$ cat src/rtl/slurm16_input_conditioner.sv
// rtl/slurm16_input_conditioner.sv - PLL-qualified reset sequencer plus N-channel debounce and edge/event logic
module slurm16_input_conditioner #(
   parameter int                    NUM_INPUTS        = 6,
   parameter int                    DEBOUNCE_CYCLES   = 250000,
   parameter int                    RESET_HOLD_CYCLES = 10000,
   parameter logic [NUM_INPUTS-1:0] INVERT_MASK       = {NUM_INPUTS{1'b1}},
   parameter int                    EDGE_MODE         = 0
) (
   input  logic                  clk,
   input  logic                  RSTb,
   input  logic                  pll_locked,
   output logic                  core_rstb,
   input  logic [NUM_INPUTS-1:0] pin_in,
   output logic [NUM_INPUTS-1:0] in_stable,
   output logic [NUM_INPUTS-1:0] rise_pulse,
   output logic [NUM_INPUTS-1:0] fall_pulse,
   output logic [NUM_INPUTS-1:0] event_flags,
   input  logic [NUM_INPUTS-1:0] clear_flags,
   output logic                  irq
);

   localparam int DW = (DEBOUNCE_CYCLES > 1) ? $clog2(DEBOUNCE_CYCLES) : 1;
   localparam int HW = $clog2(RESET_HOLD_CYCLES + 1);
   localparam logic [DW-1:0] DB_LAST  = DW'(DEBOUNCE_CYCLES - 1);
   localparam logic [HW-1:0] HOLD_MAX = HW'(RESET_HOLD_CYCLES);

   logic          lock_s1;
   logic          lock_s2;
   logic [HW-1:0] hold_cnt;

   // Any loss of lock restarts the whole hold period; the counter saturates once released.
   always_ff @(posedge clk or negedge RSTb) begin
      if (!RSTb) begin
         lock_s1   <= 1'b0;
         lock_s2   <= 1'b0;
         hold_cnt  <= '0;
         core_rstb <= 1'b0;
      end else begin
         lock_s1 <= pll_locked;
         lock_s2 <= lock_s1;
         if (!lock_s2) begin
            hold_cnt  <= '0;
            core_rstb <= 1'b0;
         end else if (hold_cnt != HOLD_MAX) begin
            hold_cnt  <= hold_cnt + 1'b1;
            core_rstb <= (hold_cnt == HOLD_MAX - 1'b1);
         end
      end
   end

   logic [NUM_INPUTS-1:0] sync1;
   logic [NUM_INPUTS-1:0] sync2;
   logic [NUM_INPUTS-1:0] sample;
   logic [DW-1:0]         db_cnt [NUM_INPUTS];

   // Synchronisers reset to the idle pin level so the logical level starts at 0.
   assign sample = sync2 ^ INVERT_MASK;

   always_ff @(posedge clk or negedge RSTb) begin
      if (!RSTb) begin
         sync1      <= INVERT_MASK;
         sync2      <= INVERT_MASK;
         in_stable  <= '0;
         rise_pulse <= '0;
         fall_pulse <= '0;
         for (int i = 0; i < NUM_INPUTS; i++) begin
            db_cnt[i] <= '0;
         end
      end else begin
         sync1 <= pin_in;
         sync2 <= sync1;
         for (int i = 0; i < NUM_INPUTS; i++) begin
            rise_pulse[i] <= 1'b0;
            fall_pulse[i] <= 1'b0;
            if (sample[i] == in_stable[i]) begin
               db_cnt[i] <= '0;
            end else if (db_cnt[i] == DB_LAST) begin
               in_stable[i]  <= sample[i];
               db_cnt[i]     <= '0;
               rise_pulse[i] <= sample[i];
               fall_pulse[i] <= ~sample[i];
            end else begin
               db_cnt[i] <= db_cnt[i] + 1'b1;
            end
         end
      end
   end

   logic [NUM_INPUTS-1:0] event_set;

   always_comb begin
      event_set = '0;
      case (EDGE_MODE)
         0:       event_set = rise_pulse;
         1:       event_set = fall_pulse;
         default: event_set = rise_pulse | fall_pulse;
      endcase
   end

   // Set has priority over clear so an event arriving with a clear strobe is kept.
   always_ff @(posedge clk or negedge RSTb) begin
      if (!RSTb) begin
         event_flags <= '0;
      end else begin
         event_flags <= (event_flags & ~clear_flags) | event_set;
      end
   end

   assign irq = |event_flags;

endmodule
$ cat config.mk
export PLATFORM = sky130hd
export DESIGN_NAME = slurm16_input_conditioner
export DESIGN_NICKNAME = d
export VERILOG_FILES = /design/src/rtl/slurm16_input_conditioner.sv
export SDC_FILE = /design/constraint.sdc
export NUM_CORES = 1
export LEC_CHECK = 0
export ABC_CLOCK_PERIOD_IN_PS = 2250
export BUFFER_PORTS_ARGS = -buffer_cell sky130_fd_sc_hd__buf_2
export CAP_MARGIN = 15
export CORE_AREA = 2 2 185 96
export CTS_BUF_LIST = sky130_fd_sc_hd__clkbuf_4 sky130_fd_sc_hd__clkbuf_8
export CTS_CLUSTER_SIZE = 28
export DETAILED_ROUTE_END_ITERATION = 6
export DIE_AREA = 0 0 187 98
export REMOVE_ABC_BUFFERS = 1
export SLEW_MARGIN = 20
export SYNTH_ARGS = -nofsm -noshare
export SYNTH_HDL_FRONTEND = slang
export SYNTH_SLANG_ARGS = --single-unit
$ cat constraint.sdc
create_clock -name clk -period 2.25 [get_ports clk]
set_input_delay 0.1125 -clock clk [delete_from_list [all_inputs] [get_ports clk]]
set_output_delay 0.1125 -clock clk [all_outputs]
set_load 0.05 [all_outputs]
# Word level (Yosys, flattened, before mapping)
# Cells that the tools add are included.
# totals
reg_bits,161
input_bits,15
elab_cells,106
# op_classes
add_sub_neg,7
n_eq_ne,15
muxes,40
bitwise,16
n_reduce_logical,7
# op_table
operator,count
$mux W18,12
$add A18 B1 Y18 const B,6
$eq A18 B18 Y1 const B,6
$mux W14,2
$mux W1,26
$add A14 B1 Y14 const B,1
$eq A14 B14 Y1 const B,1
$ne A14 B14 Y1 const B,1
$not A1 Y1,12
$not A6 Y6,2
$reduce_and A2 Y1,6
$and A6 B6 Y6,1
$eq A1 B1 Y1,6
$or A6 B6 Y6,1
$reduce_or A6 Y1,1
$ne A2 B1 Y1 const B,1

# Longest topological paths before layout
# depth
depth_word,4
depth_mapped,7
ltp_nobuf,6

# Worst setup path before layout
# Ideal clock, no wire load.
# synth_path
kind,register to register
start,register db_cnt[0] in the netlist's numbering
end,register db_cnt[10] in the netlist's numbering
arrival_time_ns,1.683
required_time_ns,2.129
slack_ns,0.445
path_stages_with_launch,7
period_less_slack_ns,1.805
path_cell_list,dfrtp_1 -> ha_1 -> nand3_1 -> or3_1 -> o21ai_2 -> buf_2 -> nor2_1
# synth_between
elab_chain_cells,3
# synth_rtl
element,line_no,text
"start, declared",54,logic [DW-1:0] db_cnt [NUM_INPUTS];
"start signal, assigned by index",83,db_cnt[i] <= db_cnt[i] + 1'b1;
$add A18 B1 Y18 / $eq A18 B18 Y1 (equally long branches),"83, 77",
$mux W18 (*),77,end else if (db_cnt[i] == DB_LAST) begin
$mux W18 (*),75,if (sample[i] == in_stable[i]) begin
# Mark *: on every way between the ends. The rest lies on a longest branch, timed or not.
# A chain may end at the register's enable or synchronous reset.

# Final worst setup path
# layout_path
start,register db_cnt[18] in the netlist's numbering
end,register db_cnt[34] in the netlist's numbering
# Same word-level chain as after synthesis.

==> results list <==
- The flow ran to the end, and the final reports show no timing, DRC or antenna violations.
- First-iteration detailed-routing DRC count: 536
- At the end of routability-driven placement, the weighted congestion stood at 0.823.
- Unrepaired setup endpoints after global routing: no
- Cell count after synthesis: 726
- Cell area power density: 630 nW/um^2
- Longest Clk Path Bufs: 2
* Dpl hpwl: 11.0 mm
* Seq cells post-synth: 161
- Combinational cells account for 3.9% of the total power.
- Hold timing on the final database bottoms out at a slack of 0.176 ns.
* Clock power frac: 40.8%
* Post-synth top area cell: sky130_fd_sc_hd__dfrtp_1
* Total clock sinks: 161
- Dividing the detail-routed via count by the number of cells gives 5.35.
- In this run, CTS created clock tree buffers numbering 17.
- Prior to clock tree synthesis, the placed netlist has a worst setup slack of 0.327 ns.
- Buffers inserted to repair hold after CTS numbered 14.
- The worst setup path is captured at a flop.
- Static timing analysis puts the maximum clock frequency at 512 MHz.
- Dividing the detail-routed wire length by the instance count gives 14.9 um.
* Clock root cell: sky130_fd_sc_hd__clkbuf_8
- The synthesized design contains 0 enable-type register cells.
- Switching Power: 0.00131 W
- For this run, the detailed router's first-pass iteration total came to 5.
- From left edge to right edge, the die measures 187 um.
- In this run the biggest area consumer among cell types represents 50.1% of the synthesized area.
- Max-cap violations in this run came to 0.
- VDD sags by at most 368 uV.
- Detailed routing placed a total of 679 um of wire on met3.
- Maximum number of pins on one net before global-route repair: 52
* Placeable Area: 16900 um^2
- CP Class: flop to flop
- For this design the top-level I/O count stands at 41.
- Across all setup checks in the final design, the least slack found is 0.295 ns.
- Wire length of the first global-routing pass: 27.3 mm
- Required time at the endpoint of the critical path: 2.61 ns
- The total count of max-transition violations in the final report came to 0.
- Leakage component of the power: 3.58 nW
- Between clock sinks in the finished design, the worst skew comes to 0.0209 ns.
- For this block, the via count after detailed routing is 5626.
- Most frequently used flop master after synthesis: sky130_fd_sc_hd__dfrtp_1
- Count of antenna diodes in the layout: 0
- Overall routing resource usage: 18.4%
- Dividing the synthesized area by the synthesized cell count gives 10.2 um^2.
- The detail route stage leaves a number of antenna-violating nets equal to 0.
- Share of total power in sequential cells: 55.3%
- Post-CTS Setup Bufs: 0
- Time the worst path needs with I/O delays and setup: 1.95 ns
- Post-route met1 wirelength: 8.38 mm
- Data arrives at the worst endpoint at 2.32 ns.
- The internal power of the cells totals 0.00410 W.
* Share of the yosys chip area belonging to registers: 54.4%
- Die extent in y: 98 um
- Compared with the post-synthesis result, the final layout area differs by 15.4%.
- For this configuration, the core starts out at a cell density of 44.0%.
- Async SR Flop Fraction: 100%
* Relative slew slack: 58.6%
* Net Sw Frac: 24.3%
* Hold Vio Cnt, Final: 0
- Unique masters post-synth: 50
* Largest cells by area after synthesis: sky130_fd_sc_hd__dfrtp_1, sky130_fd_sc_hd__xnor2_1, sky130_fd_sc_hd__nor2_1, sky130_fd_sc_hd__dfstp_2, sky130_fd_sc_hd__xor2_1
* Final core area utilization: 50.8%
* Final standard cell count with taps included and fillers excluded: 1051
- After detailed routing, the number of remaining DRC violations is 0.
- Summed over all failing endpoints, the final setup total negative slack is 0 ns.
- During placement, the flow inserted port buffers numbering 40.
- Post-route fraction of the period consumed by the critical path: 86.9%
- The H-tree was split into 4 levels.
- Post_cts resized: 0
- After detailed routing, the met2 layer carries 6.41 mm of wire.
- Synth Warn #: 0
- The initial antenna violation count came to 0.
* Crit path max fanout: 8
- The worst hold path belongs to the class primary input to async pin.
- Setup crit start kind: flop
- Cell row count: 34
- For this run, the post-layout net count is 827.
- TritonCTS built the clock tree.
* Final WL: 15.7 mm
- The die covers 18300 um^2.
- Grt total ovfl: 0
* Slew at the pin closest to its max-slew limit: 0.615 ns
* Post-synthesis instance area: 7440 um^2
- Share of final-layout standard cells stronger than drive strength 1: 14.3%
* Number of setup violations in the final report: 0
- Via count of the first global-routing pass: 5326
- The later pin in the worst-skew pair is clocked with a latency of 0.45 ns.
* Cell count after placement: 1005
- Highest metal layer with signal wires: met4
* Clock-pin slew on the worst setup and hold paths: 0.09 ns
* Number of fill cells in the layout: 1591
## Yosys cell counts, drive strengths merged (4+ instances only)
cell type / n
a21o: 6
a21oi: 12
and3: 13
and4: 7
buf: 9
clkbuf: 4
dfrtp: 149
dfstp: 12
ha: 8
inv: 22
nand2: 36
nand3: 48
nand3b: 6
nand4: 36
nor2: 120
nor3: 26
nor4: 38
o21ai: 28
or3: 13
or4: 10
xnor2: 73
xor2: 27
## critical path, cell delays in order, from the launching register on
cell and delay [ns]:
sky130_fd_sc_hd__dfrtp_1 0.42, sky130_fd_sc_hd__ha_1 0.20, sky130_fd_sc_hd__nand3_1 0.28, sky130_fd_sc_hd__or2_2 0.44, sky130_fd_sc_hd__or4_1 0.40, sky130_fd_sc_hd__a21oi_1 0.15
## metal layers
layer,up-vias,global-route usage (%)
met5,-,0
met4,0,5.43
met3,16,3.59
met2,128,25.0
met1,2755,29.2
li1,2727,-
## metrics by stage
stage                     power, W  instance area, um^2
after floorplan            0.00311                 7380
after global placement     0.00323                 8040
after detailed placement   0.00324                 8040
after CTS                  0.00547                 8590
after global routing       0.00565                 8590
final                      0.00541                 8590
## flip-flops by register name, indices dropped and copies added, names as in the netlist
signal       count
core_rstb        1
db_cnt         108
event_flags      6
fall_pulse       6
hold_cnt        14
in_stable        6
lock_s1          1
lock_s2          1
rise_pulse       6
sync1            6
sync2            6
## layout make-up
| class | instances | area [um^2] | share of cell area [%] |
|---|---|---|---|
| Sequential cell | 161 | 4040 | 47.1 |
| Inverter | 22 | 82.6 | 0.962 |
| Clock buffer | 20 | 263 | 3.06 |
| Timing Repair Buffer | 72 | 507 | 5.90 |
| Multi-Input combinational cell | 530 | 3250 | 37.8 |
| Tap cell | 234 | 293 | 3.41 |
| Clock inverter | 12 | 148 | 1.72 |
## power by group through the flow
| stage | Sequential [W] | Combinational [W] | Clock, W |
|---|---|---|---|
| finish | 0.00299 | 0.000212 | 0.00221 |
| global route | 0.00300 | 0.000246 | 0.00241 |
| CTS | 0.00299 | 0.000219 | 0.00227 |
| detailed placement | 0.00304 | 0.000199 | 0 |
| global placement | 0.00304 | 0.000193 | 0 |
| floorplan | 0.00303 | 0.0000769 | 0 |
## logic make-up after synthesis
group,after synthesis,share of synthesized area (%)
and+or+nand+nor,368,26.0
DFF,161,54.4
xor gates and xnor gates,100,11.8
AOI/OAI and AO/OA,53,4.44
buffers and inverters,35,1.95
adders and majority gates,8,1.35
muxes,1,0.135
## path summary, 6_finish.rpt
| kind | from | to | slack (ns) | depth (start not counted) |
|---|---|---|---|---|
| max in group asynchronous | RSTb | sync1[1] | 1.36 | 3 |
| min in group clk | pin_in[1] | sync1[1] | 0.30 | 2 |
| max reg2reg | db_cnt[18] | db_cnt[34] | 0.30 | 5 |
| max | db_cnt[18] | db_cnt[34] | 0.30 | 5 |
| min | RSTb | db_cnt[5] | 0.18 | 2 |
| min reg2reg | lock_s1 | lock_s2 | 0.35 | 0 |
## placed cells by master (no fill, tap or decap), types with 18 or more instances in the layout
cell type	Yosys	routed
sky130_fd_sc_hd__dfrtp_1	149	149
sky130_fd_sc_hd__nor2_1	120	120
sky130_fd_sc_hd__xnor2_1	73	73
sky130_fd_sc_hd__nand3_1	47	47
sky130_fd_sc_hd__buf_2	8	39
sky130_fd_sc_hd__nor4_1	37	37
sky130_fd_sc_hd__nand2_1	36	36
sky130_fd_sc_hd__nand4_1	35	35
sky130_fd_sc_hd__xor2_1	27	27
sky130_fd_sc_hd__nor3_1	25	25
sky130_fd_sc_hd__inv_1	22	22
sky130_fd_sc_hd__clkbuf_8	0	18
(Power assumes the default switching activity.)
